File: config.mk
export PLATFORM = sky130hd
export DESIGN_NAME = score_controller
export DESIGN_NICKNAME = d
export VERILOG_FILES = /design/src/rtl/score_controller.sv
export SDC_FILE = /design/constraint.sdc
export NUM_CORES = 1
export LEC_CHECK = 0
export CORE_MARGIN = 1
export CORE_UTILIZATION = 45
export CTS_CLUSTER_SIZE = 10
export DETAILED_ROUTE_END_ITERATION = 6
export PLACE_DENSITY_LB_ADDON = 0.08
export SYNTH_ARGS = -nofsm -noshare
export SYNTH_HDL_FRONTEND = slang
export SYNTH_SLANG_ARGS = --single-unit
File: constraint.sdc
create_clock -name clk -period 2.3 [get_ports clk]
set_input_delay 0.46 -clock clk [delete_from_list [all_inputs] [get_ports clk]]
set_output_delay 0.46 -clock clk [all_outputs]
set_load 0.01 [all_outputs]
File: src/rtl/score_controller.sv
// Goal detector and score keeper for the pong game: counts one goal per ball
// exit, holds the ball for a serve delay, then waits for it to re-centre.
module score_controller #(
  parameter int X_LEFT_GOAL  = 8,
  parameter int X_RIGHT_GOAL = 1016,
  parameter int WIN_SCORE    = 5,
  parameter int HOLD_TICKS   = 60
) (
  input  logic        clk,
  input  logic        rst,
  input  logic        timing_tick,
  input  logic [1:0]  state,
  input  logic [10:0] x_ball,
  output logic [4:0]  score_1,
  output logic [4:0]  score_2,
  output logic        goal_pulse,
  output logic        serve_dir,
  output logic        ball_reset
);

  typedef enum logic [1:0] {ARMED, HOLD, WAIT_CLEAR} fsm_e;

  localparam int          CNT_W    = (HOLD_TICKS > 1) ? $clog2(HOLD_TICKS + 1) : 1;
  localparam logic [1:0]  ST_MENU  = 2'b00;
  localparam logic [1:0]  ST_PLAY  = 2'b01;
  localparam logic [10:0] X_LEFT   = 11'(X_LEFT_GOAL);
  localparam logic [10:0] X_RIGHT  = 11'(X_RIGHT_GOAL);
  localparam logic [4:0]  WIN      = 5'(WIN_SCORE);
  localparam logic [CNT_W-1:0] HOLD_LOAD = CNT_W'(HOLD_TICKS);

  fsm_e             fsm_q, fsm_d;
  logic [CNT_W-1:0] cnt_q, cnt_d;
  logic [4:0]       score_1_q, score_1_d;
  logic [4:0]       score_2_q, score_2_d;
  logic             goal_q, goal_d;
  logic             serve_q, serve_d;
  logic             ball_reset_q, ball_reset_d;

  logic play, left_goal, right_goal, ball_inside;

  assign play        = (state == ST_PLAY);
  assign left_goal   = (x_ball <= X_LEFT);
  assign right_goal  = (x_ball >= X_RIGHT);
  assign ball_inside = !left_goal && !right_goal;

  // NOTE: every always_comb output gets a default first so no path infers a latch.
  always_comb begin
    fsm_d     = fsm_q;
    cnt_d     = cnt_q;
    score_1_d = score_1_q;
    score_2_d = score_2_q;
    serve_d   = serve_q;
    goal_d    = 1'b0;

    if (!play) begin
      fsm_d = ARMED;
      cnt_d = '0;
      if (state == ST_MENU) begin
        score_1_d = '0;
        score_2_d = '0;
      end
    end else begin
      unique case (fsm_q)
        ARMED: begin
          if (left_goal) begin
            if (score_2_q < WIN) score_2_d = score_2_q + 5'd1;
            serve_d = 1'b0;
            goal_d  = 1'b1;
            fsm_d   = HOLD;
            cnt_d   = HOLD_LOAD;
          end else if (right_goal) begin
            if (score_1_q < WIN) score_1_d = score_1_q + 5'd1;
            serve_d = 1'b1;
            goal_d  = 1'b1;
            fsm_d   = HOLD;
            cnt_d   = HOLD_LOAD;
          end
        end
        HOLD: begin
          if (cnt_q == '0)      fsm_d = WAIT_CLEAR;
          else if (timing_tick) cnt_d = cnt_q - 1'b1;
        end
        WAIT_CLEAR: begin
          if (ball_inside) fsm_d = ARMED;
        end
        default: fsm_d = ARMED;
      endcase
    end

    // Registered from the next state so ball_reset rises alongside goal_pulse.
    ball_reset_d = !play || (fsm_d != ARMED);
  end

  // NOTE: sequential state uses non-blocking assignments only.
  always_ff @(posedge clk) begin
    if (rst) begin
      fsm_q        <= ARMED;
      cnt_q        <= '0;
      score_1_q    <= '0;
      score_2_q    <= '0;
      goal_q       <= 1'b0;
      serve_q      <= 1'b0;
      ball_reset_q <= 1'b1;
    end else begin
      fsm_q        <= fsm_d;
      cnt_q        <= cnt_d;
      score_1_q    <= score_1_d;
      score_2_q    <= score_2_d;
      goal_q       <= goal_d;
      serve_q      <= serve_d;
      ball_reset_q <= ball_reset_d;
    end
  end

  assign score_1    = score_1_q;
  assign score_2    = score_2_q;
  assign goal_pulse = goal_q;
  assign serve_dir  = serve_q;
  assign ball_reset = ball_reset_q;

endmodule

== Word-level counts from Yosys, hierarchy flattened ==
Index checks and enable logic that the tools add are counted.
Storage, ports and cells
  flip-flop bits (word level): 21
  latch bits: 0
  RAM bits: 0
  ROM bits: 0
  input bits: 16
  output and inout port bits: 13
  word-level logic and storage cells: 71
  memories kept: 0
Cells by class
  add/sub/neg operators: 3
  multipliers: 0
  divide/modulo/power cells: 0
  magnitude comparators: 4
  equality and inequality tests: 12
  shifts and indexed selects: 0
  multiplexer cells: 25
  bitwise operators: 2
  reductions and logical operators: 18
Operators by type and width (count)
  $mux W5: 10
  $mux W6: 4
  $pmux W6 S2: 1
  $ge A11 B10 Y1 const B: 1
  $le A11 B4 Y1 const B: 1
  $add A5 B1 Y5 const B: 2
  $lt A5 B3 Y1 const B: 2
  $mux W2: 5
  $ne A2 B1 Y1 const B: 5
  $reduce_and A4 Y1: 2
  $reduce_bool A2 Y1: 4
  $logic_not A6 Y1: 1
  $ne A2 B2 Y1 const B: 3
  $pmux W2 S3: 1
  $sub A6 B1 Y6 const B: 1
  $reduce_and A5 Y1: 1
  $eq A2 B1 Y1 const B: 2
  $logic_not A2 Y1: 2
  $mux W1: 4
  $logic_not A1 Y1: 3
  $ne A3 B3 Y1 const B: 1
  $reduce_and A3 Y1: 1
  $reduce_or A3 Y1: 1
  $eq A2 B2 Y1 const B: 1
  4 further kinds: 5

== Longest topological paths before layout ==
  word-level depth: 8
  depth in mapped cells: 7

== Least setup slack after synthesis ==
No wires, ideal clock.
  path kind: register to register
  start: register cnt_q[0]
  end: register cnt_q[3]
  library setup time: 0.122 ns
  arrival: 1.553 ns
  path slack: 0.625 ns
  stages on the path, launching flop included: 8
  path buffers: 0
  period minus slack after synthesis: 1.675 ns
  path through: dfxtp_1 -> inv_1 -> ha_1 -> or3b_1 -> o311ai_2 -> nor2_1 -> xnor2_1 -> a21oi_1
On the way
  cells in the longest elaborated chain, start to end: 4
  elaborated cells between the ends (all ways): 7
  those cells by class: add/sub: 1; eq/ne: 1; mux: 3; reduce/logical: 2
RTL lines
  start: declaration: line 32  | logic [CNT_W-1:0] cnt_q, cnt_d;
  start signal: assignment: line 106  | cnt_q <= cnt_d;
  $sub A6 B1 Y6: line 81  | else if (timing_tick) cnt_d = cnt_q - 1'b1;
  $mux W6: line 81
  $mux W6: line 80  | if (cnt_q == '0) fsm_d = WAIT_CLEAR;
  $pmux W6 S2: line 63  | unique case (fsm_q)
Several ways; a longest one is shown, not always the timed one. The select of a mux whose other input is x is not followed.
A chain may end at the register's enable or synchronous reset.

== Worst setup path after layout ==
Ends and elaborated chain as after synthesis.

==> metrics <==
hold slack 0.4953 ns; Max Root-Sink Buffers 2; largest net degree at the start of global routing 12; filler instances roughly 180; Initial Utilization 49.06%; antenna violations before repair 0; f_max 530.1 MHz; Synth Flop Type dfxtp_1; Via density 5.353; Unique masters post-synth 33; Synth Cell Area 982.2 um^2; outcome completed; total of max-cap violations 0; area leader, netlist dfxtp_1; worst vdd ir 0.2835 mV; Leak roughly 0.5 nW; port bufs 28; Crit. Startpoint cnt_q[0]$_SDFFE_PP0P_; Non-Filler Instances 173; Synth area leaders dfxtp_1 43%, nor2_1 5.7%, a21oi_1 5.1%; DP Wirelength about 1700 um; CP max FO 5; I/O pin cnt 29; Avg Cell Area, Syn 8.692 um^2; Die Ht slightly below 50 um; routed vias 926; register area share after synthesis 42.80%; grt ovf 0; Critical Path Stages 7; routability congestion estimate 0.7936; Final Critical Period 1.886 ns; CP arrival 2.08 ns; worst min path class reg2reg; GR Util All Layers about a fifth; ANT cells 0; Cells after Synth 113; first-pass GRT wire length 3643 um; worst slew pin tran 0.4432 ns; Crit Path Category reg2reg; placed cell area 1304 um^2; final hold violations 0; launch point of the worst reg-to-reg path cnt_q[0]$_SDFFE_PP0P_; Worst Setup End Kind flip-flop; cts repair resizes 0; CP max stage delay 0.42 ns; setup_tns 0 ns; Top delay family on crit path simple AND/OR/NAND/NOR gates; Die ar. 2374 um^2; share of cells above drive strength 1 6.164%; Die X-Extent between 40 and 50 um; footprint of the multi-input gates 520.5 um^2; Routed wire per std cell 12.18 um; # Post-CTS Setup Buffers 0; fin crit share 82.02%; Inst Count DP roughly 170; Mapped Nets 132; clock latency on the worst-skew pair 0.31 ns; Residual DRC 0; router iterations before antenna repair 4; CP required 2.50 ns; CTS tree yes; Site Rows 16; top-area cell type share of the netlist area 42.80%; Pins Over Slew Limit 0; Post-synth EDFFs 0; RSZ-0062 raised after global routing no; sum of buffers and inverters on the critical path 1; crit path max-delay cell type or3b_1; final-report setup violation count 0; Rel. slew slack 70.41%; worst reg-to-reg setup slack slightly above 0.4 ns; Clock Sinks 21; final design utilization 66.44%; CTS buffer count 3; Core ar. 2002 um^2; 1st-iter DRT viols 9; Nets 166; Area Growth Syn to Fin 35.41%; vias in the first global route 851; Syn. warnings 0; final clock skew 0.001035 ns; Reg2Reg Depth 7; Async SR Flop Fraction 0%; post-cts hold buffer count 0; Power per Cell Area 483.4 nW/um^2; clock transition at the registers of the reported paths between 0.1 and 0.15 ns; cell area after layout roughly 1300 um^2; Critical Path, Cell by Cell inv_1 > ha_1 > or3b_1 > o311ai_2 > nor2_1 > xnor2_1 > a21oi_1; CP Launch Type flip-flop; register area 420.4 um^2; crit path capture cnt_q[3]$_SDFFE_PP0P_; register bit total from synthesis 21; FF-to-FF End cnt_q[3]$_SDFFE_PP0P_; CTS Root Cell clkbuf_4; final WL 2108 um; H-tree depth 1; Final ANT Viol Nets 0
per-layer routing:
layer / share of wire [%] / global-route usage [%] / wire length (um) / vias up
met5: 0 / 0 / 0 / -
met4: 0.95 / 7.353 / 20 / 0
met3: 5.0 / 5.975 / 106 / 4
met2: 47 / 32.18 / 1001 / 28
met1: 46 / 25.05 / 979 / 422
li1: - / - / - / 472
cell families (layout without fill, tap and decap cells):
logic type	after synthesis	in the layout	share of synthesized area (%)
AND/OR/NAND/NOR	51	51	27.39
adder cells (fa/ha/maj)	3	3	3.822
AO/OA/AOI/OAI	25	25	17.32
buffers and inverters	8	41	4.204
XOR/XNOR	5	5	4.459
flip-flops	21	21	42.80
worst reg2reg max path, delay by kind of cell (launching register included):
family | cells | cell delay [ns]
xor gates and xnor gates | 1 | 0.15
AOI/OAI and AO/OA | 2 | 0.50
buffers and inverters | 1 | 0.10
and+or+nand+nor | 2 | 0.54
adders and majority gates | 1 | 0.17
DFF | 1 | 0.33
synthesized netlist by cell type (all sizes together), types with 3 or more instances:
cell   count
nand3      4
xnor2      3
o21ai      3
nand2      5
or3        3
and2       5
nor2      15
dfxtp     21
inv        5
and3       3
ha         3
nor3       5
a21oi     10
per-stage QoR:
stage          power (mW)  worst slack [ns]
6_report           0.6429            0.4137
5_1_grt            0.6781            0.2155
4_1_cts            0.6426            0.4239
3_5_place_dp       0.4683            0.1975
3_3_place_gp       0.4656            0.2556
2_1_floorplan      0.4221            0.6251
worst min-delay path by stage:
stage | startpoint | end | slack, ns | cells past startpoint
5_1_grt | score_1[4]$_SDFFE_PP0P_ | score_1[4]$_SDFFE_PP0P_ | 0.51 | 1
3_5_place_dp | score_1[4]$_SDFFE_PP0P_ | score_1[4]$_SDFFE_PP0P_ | 0.47 | 1
3_3_place_gp | score_2[3]$_SDFFE_PP0P_ | score_2[3]$_SDFFE_PP0P_ | 0.47 | 1
4_1_cts | score_2[4]$_SDFFE_PP0P_ | score_2[4]$_SDFFE_PP0P_ | 0.50 | 1
6_report | score_1[4]$_SDFFE_PP0P_ | score_1[4]$_SDFFE_PP0P_ | 0.50 | 1
2_1_floorplan | cnt_q[1]$_SDFFE_PP0P_ | cnt_q[1]$_SDFFE_PP0P_ | 0.47 | 2
flip-flops by register name (all words and copies together), names as in the netlist:
signal	count
fsm_q	2
goal_pulse	1
serve_dir	1
ball_reset	1
score_1	5
score_2	5
cnt_q	6
where the power goes:
group          switching [mW]  internal, mW
Clock                   0.114        0.0677
Sequential            0.00588         0.370
Combinational          0.0380        0.0474
layout by cell type (no fill, tap or decap), types with 4 or more instances in the layout:
cell type / n
and2_1: 5
nand2_1: 5
dfxtp_1: 21
nor3_1: 5
nand3_1: 4
buf_4: 4
inv_1: 5
nor2_1: 15
a21oi_1: 10
clkdlybuf4s50_1: 28
layout make-up:
type,count,area share (%)
inverter,5,1.411
timing repair buffer,32,23.33
multi-input combinational,84,39.13
clock buffer,4,1.976
tap,27,2.540
sequential,21,31.61
Note: power is estimated with default switching activity, not from simulation.
